**src/rtl/data_island_if.sv**
```systemverilog
// Handshake bundle between the data-island scheduler and its neighbours.
// The master side is the audio FIFO and packet assembler. The slave side is the scheduler.
interface data_island_if;
   logic       frame_start;
   logic       acr_tick;
   logic [2:0] audio_count;
   logic       slot_req;
   logic       packet_done;
   logic       grant_valid;
   logic [7:0] grant_type;
   logic [2:0] grant_samples;
   logic       audio_pop;
   logic       audio_overrun;
   logic       protocol_err;

   modport master (
      output frame_start, acr_tick, audio_count, slot_req, packet_done,
      input  grant_valid, grant_type, grant_samples, audio_pop, audio_overrun, protocol_err
   );
   modport slave (
      input  frame_start, acr_tick, audio_count, slot_req, packet_done,
      output grant_valid, grant_type, grant_samples, audio_pop, audio_overrun, protocol_err
   );
endinterface

```
**src/rtl/data_island_scheduler.sv**
```systemverilog
// Chooses the packet for each HDMI data-island slot: ACR, audio, round-robin InfoFrames, or null.
// Define HDMI_SPD_INFOFRAME_EN to add the SPD InfoFrame to the rotation.
module data_island_scheduler #(
   parameter int INFOFRAME_PERIOD = 1,
   parameter int AUDIO_URGENT     = 5,
   parameter int MAX_SAMPLES      = 4
) (
   input logic         clk_pixel,
   input logic         reset_n,
   data_island_if.slave bus
);
`ifdef HDMI_SPD_INFOFRAME_EN
   localparam int NUM_IF = 3;
`else
   localparam int NUM_IF = 2;
`endif
   localparam logic [2:0] IF_MASK = (NUM_IF == 3) ? 3'b111 : 3'b011;

   typedef enum logic [1:0] {IDLE, ARB, BUSY} state_t;

   state_t     state_q, state_d;
   logic       acr_pend_q, acr_pend_d, acr_snap_q, acr_snap_d;
   logic [2:0] if_pend_q, if_pend_d, if_snap_q, if_snap_d;
   logic [7:0] frame_cnt_q, frame_cnt_d;
   logic [1:0] rr_ptr_q, rr_ptr_d;
   logic       grant_valid_q, grant_valid_d;
   logic [7:0] grant_type_q, grant_type_d;
   logic [2:0] grant_samples_q, grant_samples_d;
   logic       audio_pop_q, audio_pop_d;
   logic       overrun_q, overrun_d;
   logic       proto_err_q, proto_err_d;

   logic       acr_clr, if_found, urgent, have_audio;
   logic [2:0] if_clr, if_set, cand, samples;
   logic [1:0] if_pick, rr_next;
   logic [7:0] if_type;

   always_comb begin
      if_found = 1'b0;
      if_pick  = 2'd0;
      cand     = 3'd0;
      // First pending InfoFrame at or after rr_ptr, wrapping over the enabled entries.
      for (int i = 0; i < 3; i++) begin
         cand = {1'b0, rr_ptr_q} + 3'(i);
         if (cand >= 3'(NUM_IF)) cand = cand - 3'(NUM_IF);
         if (i < NUM_IF && !if_found && if_snap_q[cand[1:0]]) begin
            if_found = 1'b1;
            if_pick  = cand[1:0];
         end
      end
      rr_next = (if_pick == 2'(NUM_IF - 1)) ? 2'd0 : if_pick + 2'd1;
      case (if_pick)
         2'd0:    if_type = 8'h82;
         2'd1:    if_type = 8'h84;
         default: if_type = 8'h83;
      endcase
   end

   always_comb begin
      urgent     = bus.audio_count >= 3'(AUDIO_URGENT);
      have_audio = bus.audio_count != 3'd0;
      samples    = (bus.audio_count > 3'(MAX_SAMPLES)) ? 3'(MAX_SAMPLES) : bus.audio_count;

      state_d         = state_q;
      acr_snap_d      = acr_snap_q;
      if_snap_d       = if_snap_q;
      rr_ptr_d        = rr_ptr_q;
      grant_valid_d   = grant_valid_q;
      grant_type_d    = grant_type_q;
      grant_samples_d = grant_samples_q;
      audio_pop_d     = 1'b0;
      acr_clr         = 1'b0;
      if_clr          = 3'b000;
      if_set          = 3'b000;
      frame_cnt_d     = frame_cnt_q;

      case (state_q)
         IDLE: if (bus.slot_req) begin
            // Snapshot so events landing with slot_req wait for the next arbitration.
            state_d    = ARB;
            acr_snap_d = acr_pend_q;
            if_snap_d  = if_pend_q;
         end
         ARB: begin
            state_d         = BUSY;
            grant_valid_d   = 1'b1;
            grant_samples_d = 3'd0;
            if (urgent || (!acr_snap_q && have_audio)) begin
               grant_type_d    = 8'h02;
               grant_samples_d = samples;
               audio_pop_d     = 1'b1;
            end else if (acr_snap_q) begin
               grant_type_d = 8'h01;
               acr_clr      = 1'b1;
            end else if (if_found) begin
               grant_type_d    = if_type;
               if_clr[if_pick] = 1'b1;
               rr_ptr_d        = rr_next;
            end else begin
               grant_type_d = 8'h00;
            end
         end
         BUSY: if (bus.packet_done) begin
            state_d         = IDLE;
            grant_valid_d   = 1'b0;
            grant_type_d    = 8'h00;
            grant_samples_d = 3'd0;
         end
         default: state_d = IDLE;
      endcase

      if (bus.frame_start) begin
         if (frame_cnt_q == 8'(INFOFRAME_PERIOD - 1)) begin
            frame_cnt_d = 8'd0;
            if_set      = IF_MASK;
         end else begin
            frame_cnt_d = frame_cnt_q + 8'd1;
         end
      end

      acr_pend_d  = (acr_pend_q & ~acr_clr) | bus.acr_tick;
      if_pend_d   = (if_pend_q & ~if_clr) | if_set;
      overrun_d   = overrun_q | (bus.audio_count == 3'd7);
      proto_err_d = proto_err_q | (bus.slot_req && state_q != IDLE);
   end

   always_ff @(posedge clk_pixel) begin
      if (!reset_n) begin
         state_q         <= IDLE;
         acr_pend_q      <= 1'b0;
         acr_snap_q      <= 1'b0;
         if_pend_q       <= 3'b000;
         if_snap_q       <= 3'b000;
         frame_cnt_q     <= 8'd0;
         rr_ptr_q        <= 2'd0;
         grant_valid_q   <= 1'b0;
         grant_type_q    <= 8'h00;
         grant_samples_q <= 3'd0;
         audio_pop_q     <= 1'b0;
         overrun_q       <= 1'b0;
         proto_err_q     <= 1'b0;
      end else begin
         state_q         <= state_d;
         acr_pend_q      <= acr_pend_d;
         acr_snap_q      <= acr_snap_d;
         if_pend_q       <= if_pend_d;
         if_snap_q       <= if_snap_d;
         frame_cnt_q     <= frame_cnt_d;
         rr_ptr_q        <= rr_ptr_d;
         grant_valid_q   <= grant_valid_d;
         grant_type_q    <= grant_type_d;
         grant_samples_q <= grant_samples_d;
         audio_pop_q     <= audio_pop_d;
         overrun_q       <= overrun_d;
         proto_err_q     <= proto_err_d;
      end
   end

   assign bus.grant_valid   = grant_valid_q;
   assign bus.grant_type    = grant_type_q;
   assign bus.grant_samples = grant_samples_q;
   assign bus.audio_pop     = audio_pop_q;
   assign bus.audio_overrun = overrun_q;
   assign bus.protocol_err  = proto_err_q;
endmodule

```
**src/flat_wrapper.sv**
```systemverilog
// flat-port wrapper written by rule: the top's interface ports become plain ports
module data_island_scheduler_flat 
#(
   parameter int INFOFRAME_PERIOD = 1,
   parameter int AUDIO_URGENT     = 5,
   parameter int MAX_SAMPLES      = 4
)
  (clk_pixel, reset_n, bus_frame_start, bus_acr_tick, bus_audio_count, bus_slot_req, bus_packet_done, bus_grant_valid, bus_grant_type, bus_grant_samples, bus_audio_pop, bus_audio_overrun, bus_protocol_err);
  data_island_if bus_i ();
  input logic clk_pixel;
  input logic reset_n;
  input wire logic [$bits(bus_i.frame_start)-1:0] bus_frame_start;
  input wire logic [$bits(bus_i.acr_tick)-1:0] bus_acr_tick;
  input wire logic [$bits(bus_i.audio_count)-1:0] bus_audio_count;
  input wire logic [$bits(bus_i.slot_req)-1:0] bus_slot_req;
  input wire logic [$bits(bus_i.packet_done)-1:0] bus_packet_done;
  output wire logic [$bits(bus_i.grant_valid)-1:0] bus_grant_valid;
  output wire logic [$bits(bus_i.grant_type)-1:0] bus_grant_type;
  output wire logic [$bits(bus_i.grant_samples)-1:0] bus_grant_samples;
  output wire logic [$bits(bus_i.audio_pop)-1:0] bus_audio_pop;
  output wire logic [$bits(bus_i.audio_overrun)-1:0] bus_audio_overrun;
  output wire logic [$bits(bus_i.protocol_err)-1:0] bus_protocol_err;
  assign bus_i.frame_start = bus_frame_start;
  assign bus_i.acr_tick = bus_acr_tick;
  assign bus_i.audio_count = bus_audio_count;
  assign bus_i.slot_req = bus_slot_req;
  assign bus_i.packet_done = bus_packet_done;
  assign bus_grant_valid = bus_i.grant_valid;
  assign bus_grant_type = bus_i.grant_type;
  assign bus_grant_samples = bus_i.grant_samples;
  assign bus_audio_pop = bus_i.audio_pop;
  assign bus_audio_overrun = bus_i.audio_overrun;
  assign bus_protocol_err = bus_i.protocol_err;
  data_island_scheduler #(.INFOFRAME_PERIOD(INFOFRAME_PERIOD), .AUDIO_URGENT(AUDIO_URGENT), .MAX_SAMPLES(MAX_SAMPLES)) u_core (.clk_pixel(clk_pixel), .reset_n(reset_n), .bus(bus_i));
endmodule
```
**config.mk**
```make
export PLATFORM = sky130hd
export DESIGN_NAME = data_island_scheduler_flat
export DESIGN_NICKNAME = d
export VERILOG_FILES = /design/src/rtl/data_island_if.sv /design/src/rtl/data_island_scheduler.sv /design/src/flat_wrapper.sv
export SDC_FILE = /design/constraint.sdc
export NUM_CORES = 1
export LEC_CHECK = 0
export CORE_ASPECT_RATIO = 1.2
export CORE_MARGIN = 2
export CORE_UTILIZATION = 51
export CTS_CLUSTER_SIZE = 25
export DETAILED_ROUTE_END_ITERATION = 8
export HOLD_SLACK_MARGIN = 0.08
export MAX_ROUTING_LAYER = met4
export PLACE_DENSITY = 0.89
export SLEW_MARGIN = 10
export SYNTH_ARGS = -nofsm -noshare
export SYNTH_HDL_FRONTEND = slang
export SYNTH_SLANG_ARGS = --single-unit
```
**constraint.sdc**
```tcl
create_clock -name clk_pixel -period 1.5 [get_ports clk_pixel]
set_input_delay 0.15 -clock clk_pixel [delete_from_list [all_inputs] [get_ports clk_pixel]]
set_output_delay 0.15 -clock clk_pixel [all_outputs]
set_load 0.01 [all_outputs]
```
# ---- Word-level counts from Yosys, hierarchy flattened
# Cells that the tools add are included.
dict set report totals {
  latchBits 0
  out_inout_bits 15
  reg_bits 35
  elab_cells 99
  mem_bits_ro 0
  mem_count 0
  mem_bits_rw 0
}
dict set report op_classes {
  n_div 0
  magnitude_cmp 8
  add_sub_neg 5
  shift 0
  mul 0
  reduce_logical 18
  eq_ne 6
  bitwise_logic 10
  mux 39
}
# cell n
set op_table {}
lappend op_table {{two-way mux 8 bit} 5}
lappend op_table {{two-way mux 3 bit} 8}
lappend op_table {{two-way mux 2 bit} 8}
lappend op_table {{one-hot mux 8 bit (2 select lines)} 1}
lappend op_table {{one-hot mux 3 bit (2 select lines)} 2}
lappend op_table {{two-way mux 1 bit} 10}
lappend op_table {{< comparator 2 x 3 -> 1 bit (second input constant)} 3}
lappend op_table {{adder 8 x 1 -> 8 bit (second input constant)} 1}
lappend op_table {{logical NOT 8 bit} 1}
lappend op_table {{AND reduction 2 bit} 4}
lappend op_table {{one-hot mux 2 bit (3 select lines)} 1}
lappend op_table {{binary-select mux 1 bit (select 2 bit)} 2}
lappend op_table {{== test 2 x 1 -> 1 bit (second input constant)} 2}
lappend op_table {{logical AND 1 bit} 4}
lappend op_table {{logical NOT 2 bit} 2}
lappend op_table {{!= test 2 bit (second input constant)} 2}
lappend op_table {{AND reduction 4 bit} 1}
lappend op_table {{nonzero test 2 bit} 2}
lappend op_table {{subtractor 2 bit (second input constant)} 2}
lappend op_table {{adder 2 x 1 -> 3 bit (second input constant)} 1}
lappend op_table {{AND 3 bit} 1}
lappend op_table {{== test 3 bit (second input constant)} 1}
lappend op_table {{greater-or-equal comparator 3 x 2 -> 1 bit (second input constant)} 1}
lappend op_table {{greater-or-equal comparator 3 bit (second input constant)} 1}
lappend op_table {{15 further kinds} 20}

# ---- Logic depth before layout (Yosys ltp)
dict set report depth {
  ltp_word 19
  depth_mapped 5
  mapped_depth_nobuf 5
}

# ---- Worst setup path before layout
# No wires, ideal clock.
dict set report synth_path {
  kind {reg-to-reg}
  start {register u_core.frame_cnt_q[0]}
  end {register u_core.if_pend_q[0]}
  path_stages_with_launch 6
  synth_period_minus_slack_ns 1.323
  t_required_ns 1.378
  t_arrival_ns 1.201
  setup_ns 0.122
  path_buffers 0
  setup_slack_ns 0.177
  cell_sequence {dfxtp_1 inv_1 ha_1 nor4b_1 and3_2 a311o_1}
}
dict set report synth_between {
  elab_chain_len 4
}
# item line
set synth_rtl {}
lappend synth_rtl {{from (decl)} data_island_scheduler.sv:24} ;# logic [7:0] frame_cnt_q, frame_cnt_d;
lappend synth_rtl {{from (signal assigned)} data_island_scheduler.sv:148} ;# frame_cnt_q <= frame_cnt_d;
lappend synth_rtl {{logical NOT 8 bit} data_island_scheduler.sv:113} ;# if (frame_cnt_q == 8'(INFOFRAME_PERIOD - 1)) begin
lappend synth_rtl {{two-way mux 2 bit} data_island_scheduler.sv:113}
lappend synth_rtl {{two-way mux 3 bit} data_island_scheduler.sv:112} ;# if (bus.frame_start) begin
lappend synth_rtl {{bitwise OR 3 bit} data_island_scheduler.sv:122} ;# if_pend_d = (if_pend_q & ~if_clr) | if_set;
lappend synth_rtl {{to (signal assigned)} data_island_scheduler.sv:146} ;# if_pend_q <= if_pend_d;
lappend synth_rtl {{to (decl)} data_island_scheduler.sv:23} ;# logic [2:0] if_pend_q, if_pend_d, if_snap_q, if_snap_d;
# Every way passes these cells.
# A chain may end at the register's enable or synchronous reset.

# ---- Final worst setup path
dict set report layout_path {
  start {register u_core.proto_err_q, in the netlist u_core.bus.protocol_err}
  end {output port bus_protocol_err}
}
# item line
set layout_lines {}
lappend layout_lines {{from (decl)} data_island_scheduler.sv:31} ;# logic proto_err_q, proto_err_d;
lappend layout_lines {{from (signal assigned)} data_island_scheduler.sv:155} ;# proto_err_q <= proto_err_d;
lappend layout_lines {{to (decl)} flat_wrapper.sv:22} ;# output wire logic [$bits(bus_i.protocol_err)-1:0] bus_protocol_err;
# No word-level cell between the ends.

==> metrics.md <==
| Metric | Value |
|---|---|
| Status | `finished, final reports clean` |
| Cell Rows | `20` |
| DRC violations left | `0` |
| Die X | `52.13 um` |
| Routed vias | `1251` |
| Post-synth EDFFs | `0` |
| Arrival @ worst endpoint | `1230 ps` |
| Average wire per cell in the routed design | `13.89 um` |
| Final Core Density | `69.13%` |
| Fin crit period | `1383 ps` |
| Synth Warn # | `0` |
| Worst hold path type | `input port to flip-flop` |
| Die span in y | `61.76 um` |
| Max_cap viols | `0` |
| First-pass DRT Iterations | `5` |
| Power Total | `1.684 mW` |
| Number of DRC markers in iteration 0 | `38` |
| Clk sinks | `31` |
| Final WS setup | `116.6 ps` |
| Post-Place Cells | `210` |
| Fin. max-slew vios | `0` |
| ANT nets after route | `0` |
| CTS tree | `built` |
| CP max stage cell | `clkdlybuf4s50_1` |
| Die Footprint | `3219 um2` |
| Core region area | `2577 um2` |
| Async set-or-reset flop fraction in the synthesized netlist | `0%` |
| Synth Register Bits | `31` |
| Pre-CTS setup slack | `-31.72 ps` |
| Initial antenna violation count | `0` |
| Peak supply drop | `0.0007494 V` |
| Dpl hpwl | `2.278 mm` |
| Synth Flop Type | `dfxtp_1` |
| Fillers | `195` |
| Yosys top cell by area | `dfxtp_1` |
| Post-Synthesis Cell Area | `1418 um2` |
| Worst setup SP type | `flip-flop` |
| Unrepaired setup endpoints after global routing | `false` |
| Post-route clock period utilization | `92.23%` |
| Top cells by area, synth | `dfxtp_1 44%, mux2i_1 3.5%, a21oi_1 3.2%, nor2_1 3.2%, buf_4 2.6%` |
| CTS Root Cell | `clkbuf_4` |
| CTS max path bufs | `2` |
| Worst-path cell chain | `clkdlybuf4s50_1` |
| Inserted Diodes | `0` |
| Largest net degree at the start of global routing | `12` |
| Starting Density | `55.00%` |
| Fin cells | `218` |
| H-tree Lvls | `2` |
| Vias per cell | `5.739` |
| Number of global-route vias before repair | `1245` |
| Grt ovf | `0` |
| Post-CTS setup buffer count | `0` |
| Max Freq | `722.9 MHz` |
| Max FO, Critical Path | `2` |
| Setup_tns | `0 ps` |
| Global-route wire length before repair | `5.112 mm` |
| Fraction of the yosys area taken by sequential cells | `43.78%` |
| Leakage | `0.6969 nW` |
| Mapped Cells | `149` |
| Syn avg cell area | `9.514 um2` |
| IO Count | `24` |
| Post-CTS sizing | `0` |
| Setup CP Type | `flip-flop to output pin` |
| Worst hold slack | `428.9 ps` |
| Crit path required time | `1350 ps` |
| Clk_skew | `4.374 ps` |
| GR Util All Layers | `22.52%` |
| Clk slew on worst S/H paths | `90 ps` |
| Hold-fix buffers at CTS | `0` |
| Hold Fails Final Rpt | `0` |
| Later-pin clock latency in the skew report | `320 ps` |
| Area growth syn-to-layout | `25.68%` |
| Setup Viol. Count Final | `0` |
| Placed instance area | `1713 um2` |
| Max incr delay on CP | `550 ps` |
| Layout cells sized above 1 | `16.22%` |
| Synth top area share | `43.78%` |
| Nets | `195` |
| Buf/Inv on CP | `1` |
| DRT Wirelength | `3.029 mm` |
| Final RePlAce weighted congestion | `0.8212` |
| Number of CTS-inserted buffers | `5` |
| CP top delay family | `buffers and inverters` |
| Number of buffers added on ports | `19` |
| Power Dens Cells | `945.0 nW/um2` |
| Fin area | `1782 um2` |
| CP endpoint kind | `output pin` |
| Synth cell types | `44` |
-- sequential cells by signal, indices dropped and copies added, names as in the netlist --
name and flops:
u_core.bus.audio_overrun 1, u_core.acr_snap_q 1, u_core.if_snap_q 3, u_core.bus.grant_type 4, u_core.state_q 2, u_core.bus.audio_pop 1
u_core.bus.protocol_err 1, u_core.rr_ptr_q 2, u_core.frame_cnt_q 8, u_core.bus.grant_samples 3, u_core.bus.grant_valid 1, u_core.acr_pend_q 1
u_core.if_pend_q 3
-- cell type report --
class	count	area [um2]	area share (%)
Multi-Input combinational cell	104	714.4	40.10
Sequential cell	31	620.6	34.83
Timing Repair Buffer	35	310.3	17.42
Clock buffer	8	68.82	3.862
Tap cell	33	41.29	2.317
Inverter	7	26.28	1.475
-- cell usage in the layout, fill, tap and decap left out, types with 3 or more instances in the layout --
cell / Yosys / routed
nand4_1: 5 / 5
o22ai_1: 3 / 3
xor2_1: 3 / 3
a21oi_1: 9 / 9
dfxtp_1: 31 / 31
nor2_1: 12 / 12
clkbuf_4: 0 / 5
nand2_1: 8 / 8
mux2i_1: 5 / 5
conb_1: 1 / 4
nor4b_1: 3 / 3
a31oi_1: 3 / 3
buf_4: 5 / 16
or3_1: 3 / 3
nand3b_1: 4 / 4
clkdlybuf4s50_1: 0 / 19
inv_1: 7 / 7
o21ai_0: 7 / 7
nand3_1: 3 / 3
-- cell usage after synthesis (all sizes together) (2+ instances only) --
library cell and n:
o311ai 2, nand3b 5, a31oi 3, nor4b 3, a311oi 2, mux2i 5, xor2 3, dfxtp 31
ha 2, and2 2, nand2 8, or3 3, o22ai 3, and3 2, nor2b 2, o21ai 7
a32oi 2, buf 9, nor2 12, a21oi 9, nand4 5, nor3b 3, nand3 3, inv 7
-- logic make-up after synthesis --
| kind of cell | Yosys count | share of synthesized area (%) |
|---|---|---|
| AO/OA/AOI/OAI | 35 | 15.98 |
| flip-flops | 31 | 43.78 |
| buffers and inverters | 17 | 6.620 |
| AND/OR/NAND/NOR | 54 | 25.60 |
| multiplexers | 5 | 3.531 |
| other | 1 | 0.2645 |
| adder cells (fa/ha/maj) | 2 | 1.765 |
| XOR/XNOR | 4 | 2.472 |
-- path summary, 6_finish.rpt --
kind,slack [ps],endpoint,startpoint,cells after the start
worst max-delay path,120,bus_protocol_err,u_core.bus.protocol_err,1
worst min-delay path,430,u_core.acr_pend_q,bus_acr_tick,2
worst max register to register,140,u_core.if_pend_q[1],u_core.acr_snap_q,3
worst min register to register,460,u_core.if_pend_q[2],u_core.if_pend_q[2],2
-- where the power goes --
group / switching [mW] / leakage (nW) / internal [mW] / total (mW)
registers: 0.0294 / 0.253 / 0.861 / 0.890
clock network: 0.266 / 0.0386 / 0.275 / 0.542
logic: 0.119 / 0.406 / 0.133 / 0.252
-- metal layers --
layer | track usage, % | vias up | part of all wire, % | wire length (um)
li1 | - | 606 | - | -
met1 | 23.15 | 589 | 40 | 1213
met2 | 38.34 | 44 | 51 | 1553
met3 | 6.938 | 12 | 5.6 | 169
met4 | 12.82 | 0 | 3.1 | 93
met5 | - | - | 0 | 0
(Power assumes the default switching activity.)
==> patch (same settings) <==
The 3 states of `state_t` get a one-hot encoding in 3 bits.
--- a/src/rtl/data_island_scheduler.sv
+++ b/src/rtl/data_island_scheduler.sv
@@ -16,7 +16,7 @@
 `endif
    localparam logic [2:0] IF_MASK = (NUM_IF == 3) ? 3'b111 : 3'b011;
 
-   typedef enum logic [1:0] {IDLE, ARB, BUSY} state_t;
+   typedef enum logic [2:0] {IDLE = 3'b001, ARB = 3'b010, BUSY = 3'b100} state_t;
 
    state_t     state_q, state_d;
    logic       acr_pend_q, acr_pend_d, acr_snap_q, acr_snap_d;
Function: same outputs for any inputs over 10 cycles, from zero or initial values and one cycle with reset_n low; not proved beyond that.
==> patch against the original RTL <==
- final cell count down 0.46%
- largest cell class unchanged
- die area down 1.9%
- via count down 6.1%
- sequential cell count up 1
- count of clock-buffer cells in the layout down 1
- area after synthesis down 2.0%
- critical path type is now reg -> reg
- highest routed layer unchanged
- sequential share of layout area up 2.3 points
- design area down 2.9%
- worst setup slack worse by 0.011 ns
- critical endpoint is now u_core.if_pend_q[0]
- synthesized cell count up 2.7%
- non-clock buffer count down 6
- total power down 3.2%
- routed wire length down 3.5%
==> patch: results (changes against the original RTL) <==
outcome: "completed"
synth-xor-area-share: 0.0441  # +0.0194
power_leakage_nw: 0.648  # -7.0%
cts_buffers: 5  # unchanged
grt_max_degree: 11  # -1
ir_drop_mv: 0.583  # -22%
synth-async-reset-ratio: 0  # unchanged
cts_buffer_depth: 2  # unchanged
clock_latency_ns: 0.34  # +0.02 ns
h-tree-depth: 2  # unchanged
diodes: 0  # unchanged
slowest_delay_ns: 0.35  # -0.20 ns
skew_ns: 0.00763  # +0.00326 ns
path_max_fanout: 5  # +3
regMostFlops: "u_core.frame_cnt_q"
place_area_um2: 1640  # -4.0%
cts-root-buf: "clkbuf_4"
via_count: 1175  # -6.1%
firstDrtPassIters: 4  # -1
netlist_instances: 153  # +2.7%
path_clk_slew_ns: 0.09  # about the same
seq_area_frac_synth: 0.461  # +0.0235
cp_slowest_cell: "dfxtp_1"
min-delay-path-class: "in -> reg"
dp_hpwl_mm: 2.13  # -6.7%
antenna_found_initial: 0  # unchanged
placed_cells: 210  # unchanged
arrival_ns: 1.65  # +0.42 ns
io_buffers: 19  # unchanged
ys_types: 41  # -6.8%
routedWlPerCell_um: 13.5  # -3.0%
largest_reg_flops: 8  # unchanged
synthAdderAreaFrac: 0.0180  # +0.000366
num-fill-cells: 215  # +10%
synthTopCellsByCount: "dfxtp_1, nor2_1, nand2_1, a21oi_1, buf_4"
routabilityCongestion: 0.749  # -8.8%
detailedRoute.firstIterationViolations: 26  # -32%
via_per_inst: 5.41  # -5.6%
synth.area.mux_share: 0.0216  # -0.0137
layout-drive-gt1-share: 0.152  # -0.00999
synthTopCellsByArea: "dfxtp_1, nor2_1, a21oi_1, nand2_1, buf_4"
dp_slack_ns: 0.00140  # +0.0331 ns
yosys_warnings: 0  # unchanged
nets: 195  # unchanged
synth_compound_area_frac: 0.144  # -0.0156
grt_pass1_vias: 1126  # -9.6%
crit_family: "simple AND/OR/NAND/NOR gates"
grt_pass1_wl_mm: 4.73  # -7.4%
grt.total_usage: 0.217  # -0.00818
cts_setup_buffers: 0  # unchanged
patch: changes by cell type after synthesis, sizes merged, moves of 3 or more:
cell / before / now
nor2: 12 / 29
or3: 3 / 0
inv: 7 / 4
buf: 9 / 6
nand3b: 5 / 2
xnor2: 1 / 4
nand2: 8 / 13
patch: cell type report:
cell class              count  area (um2)  share of cell area
well taps                  33        41.3              0.0239
multi-input cells         111         697               0.403
inverters                   5        18.8              0.0109
repair buffers             29         265               0.153
clock buffers               7        65.1              0.0376
flip-flops and latches     32         642               0.371
patch: layer usage:
| layer | track usage | share of wire | vias up |
|---|---|---|---|
| li1 | - | - | 587 |
| met1 | 0.209 | 0.40 | 543 |
| met2 | 0.388 | 0.53 | 43 |
| met3 | 0.0825 | 0.063 | 2 |
| met4 | 0.0940 | 0.0031 | 0 |
| met5 | - | 0 | - |
patch: final timing paths:
check                                 from                        to  slack (ns)  depth (start not counted)
hold / removal                bus_acr_tick         u_core.acr_pend_q        0.41                          3
setup reg to reg     u_core.frame_cnt_q[1]       u_core.if_pend_q[0]        0.11                          6
hold reg to reg   u_core.bus.grant_type[0]  u_core.bus.grant_type[0]        0.48                          2
setup / recovery     u_core.frame_cnt_q[1]       u_core.if_pend_q[0]        0.11                          6
patch: kinds of logic (layout without fill, tap and decap cells):
family / count (synthesis) / after routing
AND/OR/NAND/NOR: 65 / 65
flip-flops: 32 / 32
AO/OA/AOI/OAI: 30 / 30
buffers and inverters: 13 / 41
XOR/XNOR: 7 / 7
multiplexers: 3 / 3
adder cells (fa/ha/maj): 2 / 2
other: 1 / 4
patch: power breakdown:
part	switching (mW)	leakage, nW	internal [mW]
clock	0.278	0.0374	0.265
combinational	0.0914	0.350	0.0964
sequential	0.0251	0.260	0.875
total	0.394	0.648	1.24
patch: worst reg2reg max path, stage by stage, from the launching register on:
cell      delay [ns]
dfxtp_1         0.35
inv_1           0.08
ha_1            0.15
nor4b_4         0.24
nand2_2         0.11
and3_1          0.17
a211oi_2        0.22
patch: repair_timing:
action / CTS / global route
endpoints found under the setup margin: 0 / 9
hold endpoints to repair: 0 / 0
gates resized for setup: 0 / 5
